`src/rtl/case_fold_unique_filter.sv`:
```
// ---------------------------------------------------------------------------
// case_fold_unique_filter
//
// Streaming de-duplicator for batches of 8-bit ASCII characters. Each item
// is keyed by its upper-case fold ('a'..'z' map onto 'A'..'Z'). Only the
// first item of each key within a batch is forwarded, in its original case.
// Later items with the same key are dropped. A batch ends on an accepted
// item with in_last=1. One CLEAR cycle follows, which empties the seen-key
// table and reports the number of forwarded items.
//
// Optional feature macro: UNIQ_DROP_CNT_EN
//   When defined, this adds output drop_cnt[15:0]. It holds the number of
//   duplicates dropped in the finished batch and is valid with batch_done.
//
// Parameters:
//   DEPTH : number of distinct keys held per batch (>= 2)
//   CW    : width of batch_uniq_cnt, derived as $clog2(DEPTH+1)
//
// Ports:
//   clk            : clock, rising edge
//   rst_n          : synchronous active-low reset
//   in_valid       : upstream item valid
//   in_ready       : filter accepts an item this cycle
//   in_data        : ASCII character
//   in_last        : item closes its batch
//   out_valid      : forwarded item valid
//   out_ready      : downstream accepts
//   out_data       : forwarded character, original case
//   batch_done     : one-cycle pulse (the CLEAR cycle) after a batch's last item
//   batch_uniq_cnt : items forwarded in the finished batch, valid with batch_done
//   ovf            : sticky, a miss arrived while the table was full
// ---------------------------------------------------------------------------
module case_fold_unique_filter #(
    parameter int DEPTH = 16,
    parameter int CW    = $clog2(DEPTH + 1)
) (
    input  logic          clk,
    input  logic          rst_n,
    input  logic          in_valid,
    output logic          in_ready,
    input  logic [7:0]    in_data,
    input  logic          in_last,
    output logic          out_valid,
    input  logic          out_ready,
    output logic [7:0]    out_data,
    output logic          batch_done,
    output logic [CW-1:0] batch_uniq_cnt,
`ifdef UNIQ_DROP_CNT_EN
    output logic [15:0]   drop_cnt,
`endif
    output logic          ovf
);

    typedef enum logic [0:0] {ST_RUN = 1'b0, ST_CLEAR = 1'b1} state_t;

    // Upper-case fold: only the lower-case letter range moves, everything else is its own key.
    function automatic logic [7:0] fold_key(input logic [7:0] c);
        if ((c >= 8'h61) && (c <= 8'h7A)) begin
            fold_key = c - 8'h20;
        end else begin
            fold_key = c;
        end
    endfunction

    state_t          r_state;
    logic [7:0]      r_keys [DEPTH];
    logic [DEPTH-1:0] r_vld;
    logic [CW-1:0]   r_fill;      // entries used; entries fill strictly in order
    logic [CW-1:0]   r_cnt;       // items forwarded so far in the current batch
    logic [CW-1:0]   r_uniq;
    logic            r_done;
    logic            r_ovf;
    logic            r_out_valid;
    logic [7:0]      r_out_data;

    logic [7:0]      w_key;
    logic            w_hit;
    logic            w_full;
    logic            w_in_ready;
    logic            w_accept;
    logic            w_miss;
    logic [DEPTH-1:0] w_wr_sel;
    logic [CW-1:0]   w_cnt_nxt;

    // Handshake, table lookup and next-count computation.
    always_comb begin
        w_key      = fold_key(in_data);
        w_hit      = 1'b0;
        w_wr_sel   = '0;
        w_full     = (r_fill == CW'(DEPTH));
        w_in_ready = (r_state == ST_RUN) && (!r_out_valid || out_ready);
        w_accept   = in_valid && w_in_ready;
        for (int i = 0; i < DEPTH; i++) begin
            w_hit = w_hit | (r_vld[i] && (r_keys[i] == w_key));
        end
        w_miss = w_accept && !w_hit;
        // The single free slot to write is the one indexed by the fill level.
        for (int i = 0; i < DEPTH; i++) begin
            w_wr_sel[i] = w_miss && !w_full && (r_fill == CW'(i));
        end
        if (w_miss && (r_cnt != {CW{1'b1}})) begin
            w_cnt_nxt = r_cnt + {{(CW-1){1'b0}}, 1'b1};
        end else begin
            w_cnt_nxt = r_cnt;
        end
    end

    // Batch FSM, seen-key table, per-batch count and sticky overflow.
    always_ff @(posedge clk) begin
        if (!rst_n) begin
            r_state <= ST_RUN;
            r_vld   <= '0;
            r_fill  <= '0;
            r_cnt   <= '0;
            r_uniq  <= '0;
            r_done  <= 1'b0;
            r_ovf   <= 1'b0;
            for (int i = 0; i < DEPTH; i++) begin
                r_keys[i] <= 8'h00;
            end
        end else begin
            case (r_state)
                ST_RUN: begin
                    r_done <= 1'b0;
                    for (int i = 0; i < DEPTH; i++) begin
                        if (w_wr_sel[i]) begin
                            r_keys[i] <= w_key;
                            r_vld[i]  <= 1'b1;
                        end
                    end
                    if (w_miss && !w_full) begin
                        r_fill <= r_fill + {{(CW-1){1'b0}}, 1'b1};
                    end
                    if (w_miss && w_full) begin
                        r_ovf <= 1'b1;
                    end
                    r_cnt <= w_cnt_nxt;
                    if (w_accept && in_last) begin
                        r_state <= ST_CLEAR;
                        r_done  <= 1'b1;
                        r_uniq  <= w_cnt_nxt;
                    end
                end
                ST_CLEAR: begin
                    r_vld   <= '0;
                    r_fill  <= '0;
                    r_cnt   <= '0;
                    r_done  <= 1'b0;
                    r_state <= ST_RUN;
                end
                default: begin
                    r_state <= ST_RUN;
                    r_done  <= 1'b0;
                end
            endcase
        end
    end

    // Output register: loads on a forwarded item, otherwise drains or holds.
    always_ff @(posedge clk) begin
        if (!rst_n) begin
            r_out_valid <= 1'b0;
            r_out_data  <= 8'h00;
        end else if (w_miss) begin
            r_out_valid <= 1'b1;
            r_out_data  <= in_data;
        end else if (out_ready) begin
            r_out_valid <= 1'b0;
        end
    end

`ifdef UNIQ_DROP_CNT_EN
    logic [15:0] r_drop;
    logic [15:0] r_drop_out;
    logic [15:0] w_drop_nxt;

    // Saturating duplicate counter for the current batch.
    always_comb begin
        if (w_accept && w_hit && (r_drop != 16'hFFFF)) begin
            w_drop_nxt = r_drop + 16'd1;
        end else begin
            w_drop_nxt = r_drop;
        end
    end

    // Duplicate count bookkeeping, snapshot taken with the batch's last item.
    always_ff @(posedge clk) begin
        if (!rst_n) begin
            r_drop     <= 16'h0000;
            r_drop_out <= 16'h0000;
        end else if (r_state == ST_CLEAR) begin
            r_drop <= 16'h0000;
        end else begin
            r_drop <= w_drop_nxt;
            if (w_accept && in_last) begin
                r_drop_out <= w_drop_nxt;
            end
        end
    end

    assign drop_cnt = r_drop_out;
`endif

    assign in_ready       = w_in_ready;
    assign out_valid      = r_out_valid;
    assign out_data       = r_out_data;
    assign batch_done     = r_done;
    assign batch_uniq_cnt = r_uniq;
    assign ovf            = r_ovf;

endmodule
```
`config.mk`:
```
export PLATFORM = sky130hd
export DESIGN_NAME = case_fold_unique_filter
export DESIGN_NICKNAME = d
export VERILOG_FILES = /design/src/rtl/case_fold_unique_filter.sv
export SDC_FILE = /design/constraint.sdc
export NUM_CORES = 1
export LEC_CHECK = 0
export ABC_AREA = 1
export CAP_MARGIN = 20
export CORE_ASPECT_RATIO = 2
export CORE_UTILIZATION = 37
export CTS_CLUSTER_DIAMETER = 40
export DETAILED_ROUTE_END_ITERATION = 8
export DONT_BUFFER_PORTS = 1
export PLACE_DENSITY_LB_ADDON = 0.15
export SLEW_MARGIN = 20
export SYNTH_ARGS = -nofsm -noshare
export SYNTH_HDL_FRONTEND = slang
export SYNTH_SLANG_ARGS = --single-unit
```
`constraint.sdc`:
```
create_clock -name clk -period 8 [get_ports clk]
set_input_delay 1.6 -clock clk [delete_from_list [all_inputs] [get_ports clk]]
set_output_delay 1.6 -clock clk [all_outputs]
set_load 0.03 [all_outputs]
```
==> flow_metrics.py, run 1 <==
metrics = {
    "run_status": {
        "status": "complete, no violations",
    },
    "pwr": {
        "clock_power_share_pct": 40.5,
        "p_int_mw": 1.545,
        "p_leak_nw": 3.791,
        "ir_drop_v": 0.0001229,
        "swShare_pct": 25.03,
        "seqPwrFrac_pct": 50.5,
        "p_per_area_nw_per_um2": 220.3,
        "total_power_mw": 2.061,
        "switching_power_mw": 0.5157,
        "p_comb_share_pct": 9.1,
    },
    "global_routing": {
        "grt_max_degree": 37,
        "grt_overflow": 0,
        "grt_pass1_vias": 6516,
        "grt_pass1_wl_um": 37610,
        "grt_util_all_layers_pct": 22.53,
        "grt_antenna_before_repair": 0,
    },
    "synth": {
        "synth_cells": 992,
        "netlist_area_um2": 8534,
        "synth_enable_flop_cells": 128,
        "async_reset_ff_share_pct": 0,
        "yosys_most_used_dff": "edfxtp_1",
        "seq_area_frac_synth_pct": 54.89,
        "ys_warn_count": 0,
        "avgSynthCellArea_um2": 8.603,
        "synth_nets": 1013,
        "ys_ff_latch": 170,
        "synth_cell_types": 33,
    },
    "floorplanning": {
        "dieArea_um2": 23710,
        "rows": 78,
        "initial_core_util_pct": 37.69,
        "die_h_um": 216.8,
        "boundaryPins": 30,
        "design.core.area_um2": 22640,
        "fp.dieW_um": 109.4,
    },
    "finish": {
        "final_common_cell": "nand2_1",
        "final_cell_mix": "nand2_1, nor2_1, edfxtp_1",
        "antenna_cells": 0,
        "drive_above_1_share_pct": 6.338,
        "num-nets-final": 1002,
        "syn_to_final_growth_pct": 9.617,
        "post-route-util_pct": 41.32,
    },
    "sta": {
        "skew_ps": 10.21,
        "worst_slew_pin_slew_ps": 873.1,
        "setup_viol": 0,
        "clock.fmax_mhz": 193.4,
        "final_hold_viol_count": 0,
        "setup_tns_ps": 0,
        "slew_viol_final": 0,
        "min_period_ps": 5170,
        "finalWorstSetupSlack_ps": 2830,
        "slew_headroom_pct": 41.73,
        "period_share_pct": 64.62,
        "rsz0062_at_grt": "no",
    },
    "worst_setup_path": {
        "crit_top_cell": "nand2_1",
        "critPathArrivalTime_ps": 5270,
        "cp_max_fo": 24,
        "slowest_delay_ps": 600,
        "required_ps": 8100,
        "crit_type": "in2reg",
        "critPathCaptureType": "flop",
        "cp-start-kind": "primary input",
        "path_cells": "inv_2 > nand2_1 > nand2_2 > nand4_1 > nand2_1 > nand2_1 > nand2_1 > nor2_1 > nand2_1 > nand2_1 > nor2_1 > nand3_1 > nor2_4 > buf_12 > nand2_2 > inv_2 > nand2_2 > nand2_1",
        "critPathSlowestCell": "nand2_1",
    },
    "clock_network": {
        "ctsHoldBuffers": 0,
        "clk_pin_slew_ps": 60,
        "clock_tree.root_cell": "clkbuf_16",
        "post_cts_resized": 0,
        "post_cts_buffers": 0,
        "htreeDepth": 4,
        "cts_tree": "done",
        "clock_sinks": 170,
        "clock_latency_ps": 440,
        "numCtsBuffers": 17,
        "clockBufferDepth": 2,
    },
    "route": {
        "post_drt_wl_per_cell_um": 19.44,
        "vias": 6490,
        "ant_nets": 0,
        "via_per_inst": 5.094,
        "drc_errors": 0,
        "drtIter0Drc": 333,
        "firstDrtPassIters": 5,
        "routed_wl_um": 24770,
    },
    "placement": {
        "port_buffers": 0,
        "gp_congestion": 0.8770,
        "dpl_worst_slack_ps": 1933,
        "hpwl_um": 17480,
    },
    "hold_path": {
        "min_path_type": "reg2reg",
    },
    "run": {
        "drv_cap": 0,
    },
}
-- critical path, delay by kind of cell --
family                 cells  cell delay [ps]
buffers and inverters      3              780
and+or+nand+nor           15             2850
-- final cells by class --
class,instances,area (µm²)
fill,2292,13290
sequential,170,4684
multi-input combinational,666,3214
clock buffer,21,440.4
inverter,117,439.2
tap,280,350.3
clock inverter,11,146.4
timing repair buffer,9,80.08
-- through the flow --
| stage | cell area (µm²) | hold WS [ps] | cells |
|---|---|---|---|
| after global placement | 8748 | 437.9 | 1241 |
| after detailed placement | 8748 | 441.3 | 1241 |
| final | 9355 | 454.2 | 1274 |
| after floorplan | 8534 | 422.0 | 992 |
| after global routing | 9355 | 477.3 | 1274 |
| after CTS | 9335 | 452.4 | 1273 |
-- final timing paths --
| check | from | endpoint | slack (ps) | cells past startpoint |
|---|---|---|---|---|
| worst min register to register | r_vld[1]$_SDFFE_PN0P_ | r_vld[1]$_SDFFE_PN0P_ | 450 | 2 |
| worst min-delay path | r_vld[1]$_SDFFE_PN0P_ | r_vld[1]$_SDFFE_PN0P_ | 450 | 2 |
| worst max register to register | out_valid$_SDFFE_PN0P_ | r_keys[0][18]$_SDFFCE_PN0P_ | 4770 | 10 |
| worst max-delay path | in_data[2] | r_keys[0][18]$_SDFFCE_PN0P_ | 2830 | 18 |
-- cells in the mapped netlist, types with 3 or more instances --
| master | number | area [µm²] |
|---|---|---|
| clkinv_1 | 4 | 15.01 |
| buf_2 | 7 | 35.03 |
| dfxtp_1 | 42 | 840.8 |
| buf_6 | 3 | 33.78 |
| edfxtp_1 | 128 | 3844 |
| xnor2_1 | 15 | 131.4 |
| or2_2 | 6 | 37.54 |
| xor2_1 | 9 | 78.83 |
| buf_4 | 5 | 37.54 |
| clkbuf_1 | 24 | 90.09 |
| nand3_1 | 50 | 250.2 |
| nand3_2 | 3 | 30.03 |
| nand3b_1 | 13 | 97.59 |
| nand4_4 | 7 | 148.9 |
| nand2_1 | 266 | 998.5 |
| o21a_1 | 5 | 37.54 |
| ha_1 | 8 | 100.1 |
| a21oi_1 | 35 | 175.2 |
| nor2_1 | 166 | 623.1 |
| nand2_2 | 4 | 25.02 |
| inv_1 | 110 | 412.9 |
| nand4_1 | 10 | 62.56 |
| nor3_1 | 5 | 25.02 |
| inv_2 | 3 | 11.26 |
| o21ai_0 | 47 | 235.2 |
| o211ai_1 | 7 | 52.55 |
-- state kept, by name, indices dropped and copies added, names as in the netlist --
name / cells
r_vld: 16
batch_done: 1
r_keys: 128
ovf: 1
batch_uniq_cnt: 5
r_cnt: 5
r_fill: 5
out_valid: 1
out_data: 8
-- kinds of logic (layout without fill, tap and decap cells) --
kind of cell | after synthesis | after routing | synth area share [%]
AND/OR/NAND/NOR | 536 | 536 | 27.81
adder cells (fa/ha/maj) | 8 | 8 | 1.173
AO/OA/AOI/OAI | 98 | 98 | 6.216
flip-flops | 170 | 170 | 54.89
XOR/XNOR | 24 | 24 | 2.463
buffers and inverters | 156 | 158 | 7.448
-- layer usage --
metal  vias to the layer above  GRT usage [%]  part of all wire, %
met1                      3119          23.73                   37
met2                       142          41.84                   55
li1                       3179              -                    -
met4                         0          11.20                  3.9
met3                        50          3.744                  3.6
met5                         -              0                    0
-- power by group through the flow --
stage | clock network (mW) | registers [mW] | logic [mW]
after global placement | 0 | 1.06 | 0.186
final | 0.834 | 1.04 | 0.187
after detailed placement | 0 | 1.06 | 0.187
after CTS | 0.846 | 1.04 | 0.187
after global routing | 0.879 | 1.05 | 0.209
after floorplan | 0 | 1.05 | 0.144
Note: power is estimated with default switching activity, not from simulation.
==> inputs of run 2 (changes only) <==
==> constraint.sdc (replaced) <==
create_clock -name clk -period 5 [get_ports clk]
set_input_delay 1 -clock clk [delete_from_list [all_inputs] [get_ports clk]]
set_output_delay 1 -clock clk [all_outputs]
set_load 0.03 [all_outputs]
==> flow_metrics.py, run 2 (same netlist as run 1, synthesis figures left out) <==
metrics = {
    "pwr": {
        "p_leak_nw": 3.818,
        "swShare_pct": 27.16,
        "p_int_mw": 2.354,
        "seqPwrFrac_pct": 51.5,
        "clock_power_share_pct": 39.2,
        "total_power_mw": 3.231,
        "p_per_area_nw_per_um2": 345.1,
        "ir_drop_v": 0.0001977,
        "switching_power_mw": 0.8777,
        "p_comb_share_pct": 9.3,
    },
    "hold_path": {
        "min_path_type": "reg2reg",
        "hold_depth": 2,
    },
    "route": {
        "vias": 6484,
        "drc_errors": 0,
        "ant_nets": 0,
        "post_drt_wl_per_cell_um": 19.56,
        "drtIter0Drc": 275,
        "via_per_inst": 5.066,
        "firstDrtPassIters": 5,
        "routed_wl_um": 25030,
    },
    "sta": {
        "slew_viol_final": 0,
        "min_period_ps": 3913,
        "finalWorstSetupSlack_ps": 1087,
        "period_share_pct": 78.26,
        "final_hold_viol_count": 0,
        "clock.fmax_mhz": 255.6,
        "setup_viol": 0,
        "hold_slack_ps": 447.6,
        "setup_tns_ps": 0,
        "skew_ps": 9.679,
        "slew_headroom_pct": 34.34,
        "worst_slew_pin_slew_ps": 981.3,
        "rsz0062_at_grt": "no",
    },
    "floorplanning": {
        "fp.dieW_um": 109.4,
        "boundaryPins": 30,
        "rows": 78,
        "design.core.area_um2": 22640,
        "initial_core_util_pct": 37.69,
        "dieArea_um2": 23710,
        "die_h_um": 216.8,
    },
    "global_routing": {
        "grt_max_degree": 37,
        "grt_antenna_before_repair": 0,
        "grt_pass1_wl_um": 38030,
        "grt_util_all_layers_pct": 22.82,
        "grt_pass1_vias": 6504,
        "grt_overflow": 0,
    },
    "clock_network": {
        "clock_latency_ps": 450,
        "ctsHoldBuffers": 0,
        "clk_pin_slew_ps": 60,
        "clock_sinks": 170,
        "clockBufferDepth": 2,
        "numCtsBuffers": 17,
        "cts_tree": "done",
        "clock_tree.root_cell": "clkbuf_16",
        "post_cts_buffers": 0,
        "post_cts_resized": 0,
        "htreeDepth": 4,
    },
    "finish": {
        "num-nets-final": 1008,
        "final_area_um2": 9364,
        "post-route-util_pct": 41.36,
        "final_cell_mix": "nand2_1, nor2_1, edfxtp_1",
        "multi_input_area_um2": 3214,
        "final_common_cell": "nand2_1",
        "stdcell_count": 1280,
        "register_area_um2": 4684,
        "regMostFlops": "r_keys",
        "antenna_cells": 0,
        "drive_above_1_share_pct": 7.500,
        "fillers": 2315,
        "largest_register_ffs": 128,
        "syn_to_final_growth_pct": 9.720,
    },
    "worst_setup_path": {
        "required_ps": 5110,
        "crit_type": "in2reg",
        "cp_max_fo": 23,
        "path_delay_family": "simple AND/OR/NAND/NOR gates",
        "critPathSlowestCell": "nand2_2",
        "path_cells": "inv_2 > nand2_1 > nand2_2 > nand3_4 > nand2_2 > nand2_1 > nand3_1 > nor2_1 > nand2_1 > nand2_1 > nor2_1 > nand3_1 > nor2_4 > buf_4 > nand4_4 > nand2_1",
        "slowest_delay_ps": 390,
        "critPathArrivalTime_ps": 4020,
        "worst-path-buf-inv": 2,
        "cp.depth": 16,
        "critPathCaptureType": "flop",
        "crit_top_cell": "nand2_1",
        "ff2ff_path_depth": 8,
        "cp-start-kind": "primary input",
    },
    "run_status": {
        "status": "complete, no violations",
    },
    "placement": {
        "dpl_worst_slack_ps": 618.1,
        "gp_congestion": 0.8293,
        "place_area_um2": 8801,
        "port_buffers": 0,
        "hpwl_um": 17920,
        "dp.cells": 1248,
    },
    "run": {
        "drv_cap": 0,
    },
}
-- run 2: layout make-up --
class                           instances  share of cell area, %
Clock buffer                           18                  4.690
Tap cell                              280                  3.741
Clock inverter                         14                  1.323
Multi-Input combinational cell        666                  34.33
Timing Repair Buffer                   15                  1.203
Inverter                              117                  4.690
Sequential cell                       170                  50.03
-- run 2: worst paths after layout --
| check | from | endpoint | slack, ps |
|---|---|---|---|
| worst min-delay path | r_vld[3]$_SDFFE_PN0P_ | r_vld[3]$_SDFFE_PN0P_ | 450 |
| worst max register to register | batch_done$_SDFF_PP0_ | r_keys[0][49]$_SDFFCE_PN0P_ | 2070 |
| worst min register to register | r_vld[3]$_SDFFE_PN0P_ | r_vld[3]$_SDFFE_PN0P_ | 450 |
| worst max-delay path | in_data[2] | r_keys[0][49]$_SDFFCE_PN0P_ | 1090 |
-- run 2: power by group through the flow --
stage	Sequential (mW)	Combinational (mW)	Clock, mW
finish	1.66	0.301	1.27
global route	1.67	0.336	1.34
CTS	1.67	0.306	1.29
detailed placement	1.70	0.304	0
global placement	1.70	0.303	0
floorplan	1.68	0.231	0
-- run 2: worst min-delay path: cells and delay by family, from the launching register on --
kind,cells,cell delay (ps)
AO/OA/AOI/OAI,1,50
buffers and inverters,1,50
flip-flops,1,310
-- run 2: layer usage --
metal | track usage (%) | vias up | part of all wire, %
met5 | 0 | - | 0
met4 | 10.40 | 0 | 3.6
met3 | 3.983 | 46 | 3.3
met2 | 44.03 | 134 | 57
met1 | 22.79 | 3119 | 36
li1 | - | 3185 | -
==> inputs of run 3 (changes only) <==
==> constraint.sdc (replaced) <==
create_clock -name clk -period 3.5 [get_ports clk]
set_input_delay 0.7 -clock clk [delete_from_list [all_inputs] [get_ports clk]]
set_output_delay 0.7 -clock clk [all_outputs]
set_load 0.03 [all_outputs]
==> flow_metrics.py, run 3 (same netlist as run 1, synthesis figures left out) <==
metrics = {
    "global_routing": {
        "grt_max_degree": 37,
        "grt_overflow": 0,
        "grt_pass1_wl_um": 37390,
        "grt_pass1_vias": 6524,
        "grt_util_all_layers_pct": 22.62,
        "grt_antenna_before_repair": 0,
    },
    "floorplanning": {
        "design.core.area_um2": 22640,
        "die_h_um": 216.8,
        "dieArea_um2": 23710,
        "boundaryPins": 30,
        "fp.dieW_um": 109.4,
        "rows": 78,
        "initial_core_util_pct": 37.69,
    },
    "pwr": {
        "ir_drop_v": 0.0002651,
        "p_comb_share_pct": 10.6,
        "clock_power_share_pct": 39.3,
        "p_leak_nw": 4.108,
        "p_int_mw": 3.474,
        "p_per_area_nw_per_um2": 477.5,
        "swShare_pct": 26.56,
        "switching_power_mw": 1.256,
        "seqPwrFrac_pct": 50.1,
    },
    "finish": {
        "syn_to_final_growth_pct": 16.07,
        "final_common_cell": "nand2_1",
        "drive_above_1_share_pct": 11.90,
        "regMostFlops": "r_keys",
        "num-nets-final": 1058,
        "fillers": 2258,
        "largest_register_ffs": 128,
        "antenna_cells": 0,
        "final_cell_mix": "nand2_1, nor2_1, edfxtp_1",
    },
    "run": {
        "drv_cap": 0,
    },
    "worst_setup_path": {
        "slowest_delay_ps": 330,
        "path_cells": "nand2_1 > nor2_4 > nand4_4 > nand2_4 > nand2_1 > nand2_1 > inv_1 > nand2_1 > nand2_1 > nor2_1 > nand3_1 > nor2_4 > buf_4 > nand4_4 > nand2_1",
        "path_delay_family": "simple AND/OR/NAND/NOR gates",
        "crit_type": "in2reg",
        "critPathSlowestCell": "nand2_4",
        "critPathCaptureType": "flop",
        "worst-path-buf-inv": 2,
        "ff2ff_path_depth": 12,
        "crit_top_cell": "nand2_1",
        "cp.depth": 15,
        "critPathArrivalTime_ps": 2980,
        "cp-start-kind": "primary input",
        "required_ps": 3620,
        "cp_max_fo": 17,
    },
    "clock_network": {
        "htreeDepth": 4,
        "post_cts_buffers": 0,
        "post_cts_resized": 0,
        "ctsHoldBuffers": 0,
        "clock_latency_ps": 450,
        "clockBufferDepth": 2,
        "clk_pin_slew_ps": 70,
        "clock_tree.root_cell": "clkbuf_16",
        "cts_tree": "done",
        "clock_sinks": 170,
        "numCtsBuffers": 17,
    },
    "sta": {
        "worst_slew_pin_slew_ps": 776.5,
        "rsz0062_at_grt": "no",
        "final_hold_viol_count": 0,
        "clock.fmax_mhz": 349.5,
        "slew_viol_final": 0,
        "skew_ps": 11.76,
        "period_share_pct": 81.74,
        "setup_tns_ps": 0,
        "slew_headroom_pct": 48.04,
        "hold_slack_ps": 398.8,
        "setup_viol": 0,
        "min_period_ps": 2861,
    },
    "route": {
        "via_per_inst": 4.985,
        "firstDrtPassIters": 4,
        "drtIter0Drc": 298,
        "drc_errors": 0,
        "ant_nets": 0,
        "vias": 6630,
        "routed_wl_um": 24730,
        "post_drt_wl_per_cell_um": 18.60,
    },
    "hold_path": {
        "hold_depth": 2,
        "min_path_type": "in2reg",
    },
    "placement": {
        "port_buffers": 0,
        "gp_congestion": 0.8310,
        "hpwl_um": 17660,
    },
    "run_status": {
        "status": "complete, no violations",
    },
}
run 3: cell types whose count changed in the layout (fill, tap and decap cells not counted), sizes merged:
| cell | change |
|---|---|
| buf | +50 |
| bufinv | +1 |
| clkbuf | -1 |
| clkinv | -2 |
| clkinvlp | +1 |
| inv | +1 |
run 3: layout make-up:
type                    instances  area [µm²]  area share [%]
well taps                     280       350.3           3.537
clock inverters                15       153.9           1.554
inverters                     117       439.2           4.433
clock buffers                  17       425.4           4.295
multi-input cells             666        3214           32.45
flip-flops and latches        170        4684           47.29
repair buffers                 65       638.1           6.442
run 3: power by group through the flow:
stage                     clock (mW)  combinational [mW]  sequential [mW]
final                           1.86               0.500             2.37
after CTS                       1.91               0.506             2.37
after global routing            1.97               0.554             2.39
after floorplan                    0               0.330             2.40
after global placement             0               0.501             2.41
after detailed placement           0               0.503             2.42
run 3: worst reg2reg max path: stages, from the launching register on:
cell	delay, ps
dfxtp_1	350
inv_1	120
ha_1	390
inv_1	100
nor3_1	510
inv_1	100
buf_4	190
nand2_2	100
inv_2	80
buf_4	160
nand2_2	60
buf_4	160
nor2_1	50
run 3: path summary, 6_finish.rpt:
check | startpoint | end | slack [ps]
min reg2reg | r_vld[2]$_SDFFE_PN0P_ | r_vld[2]$_SDFFE_PN0P_ | 450
max | in_data[6] | r_keys[0][35]$_SDFFCE_PN0P_ | 640
min | in_last | batch_done$_SDFF_PP0_ | 400
max reg2reg | r_fill[0]$_SDFFE_PN0P_ | r_keys[0][20]$_SDFFCE_PN0P_ | 880
run 3: routing by layer:
layer	routed length (µm)	global-route usage, %	vias up
met5	0	0	-
met4	1162	12.49	0
met3	934	4.462	50
met2	13470	41.40	142
met1	9167	23.39	3140
li1	-	-	3298
run 3: through the flow:
step,setup WS (ps),cells,area [µm²],util (%),power (mW)
2_1_floorplan,59.57,992,8534,-,2.726
3_3_place_gp,240.7,1298,9326,41.19,2.916
3_5_place_dp,181.5,1298,9326,41.19,2.919
4_1_cts,662.5,1330,9906,43.75,4.784
5_1_grt,424.8,1330,9906,43.75,4.909
6_report,639.0,1330,9906,43.75,4.730
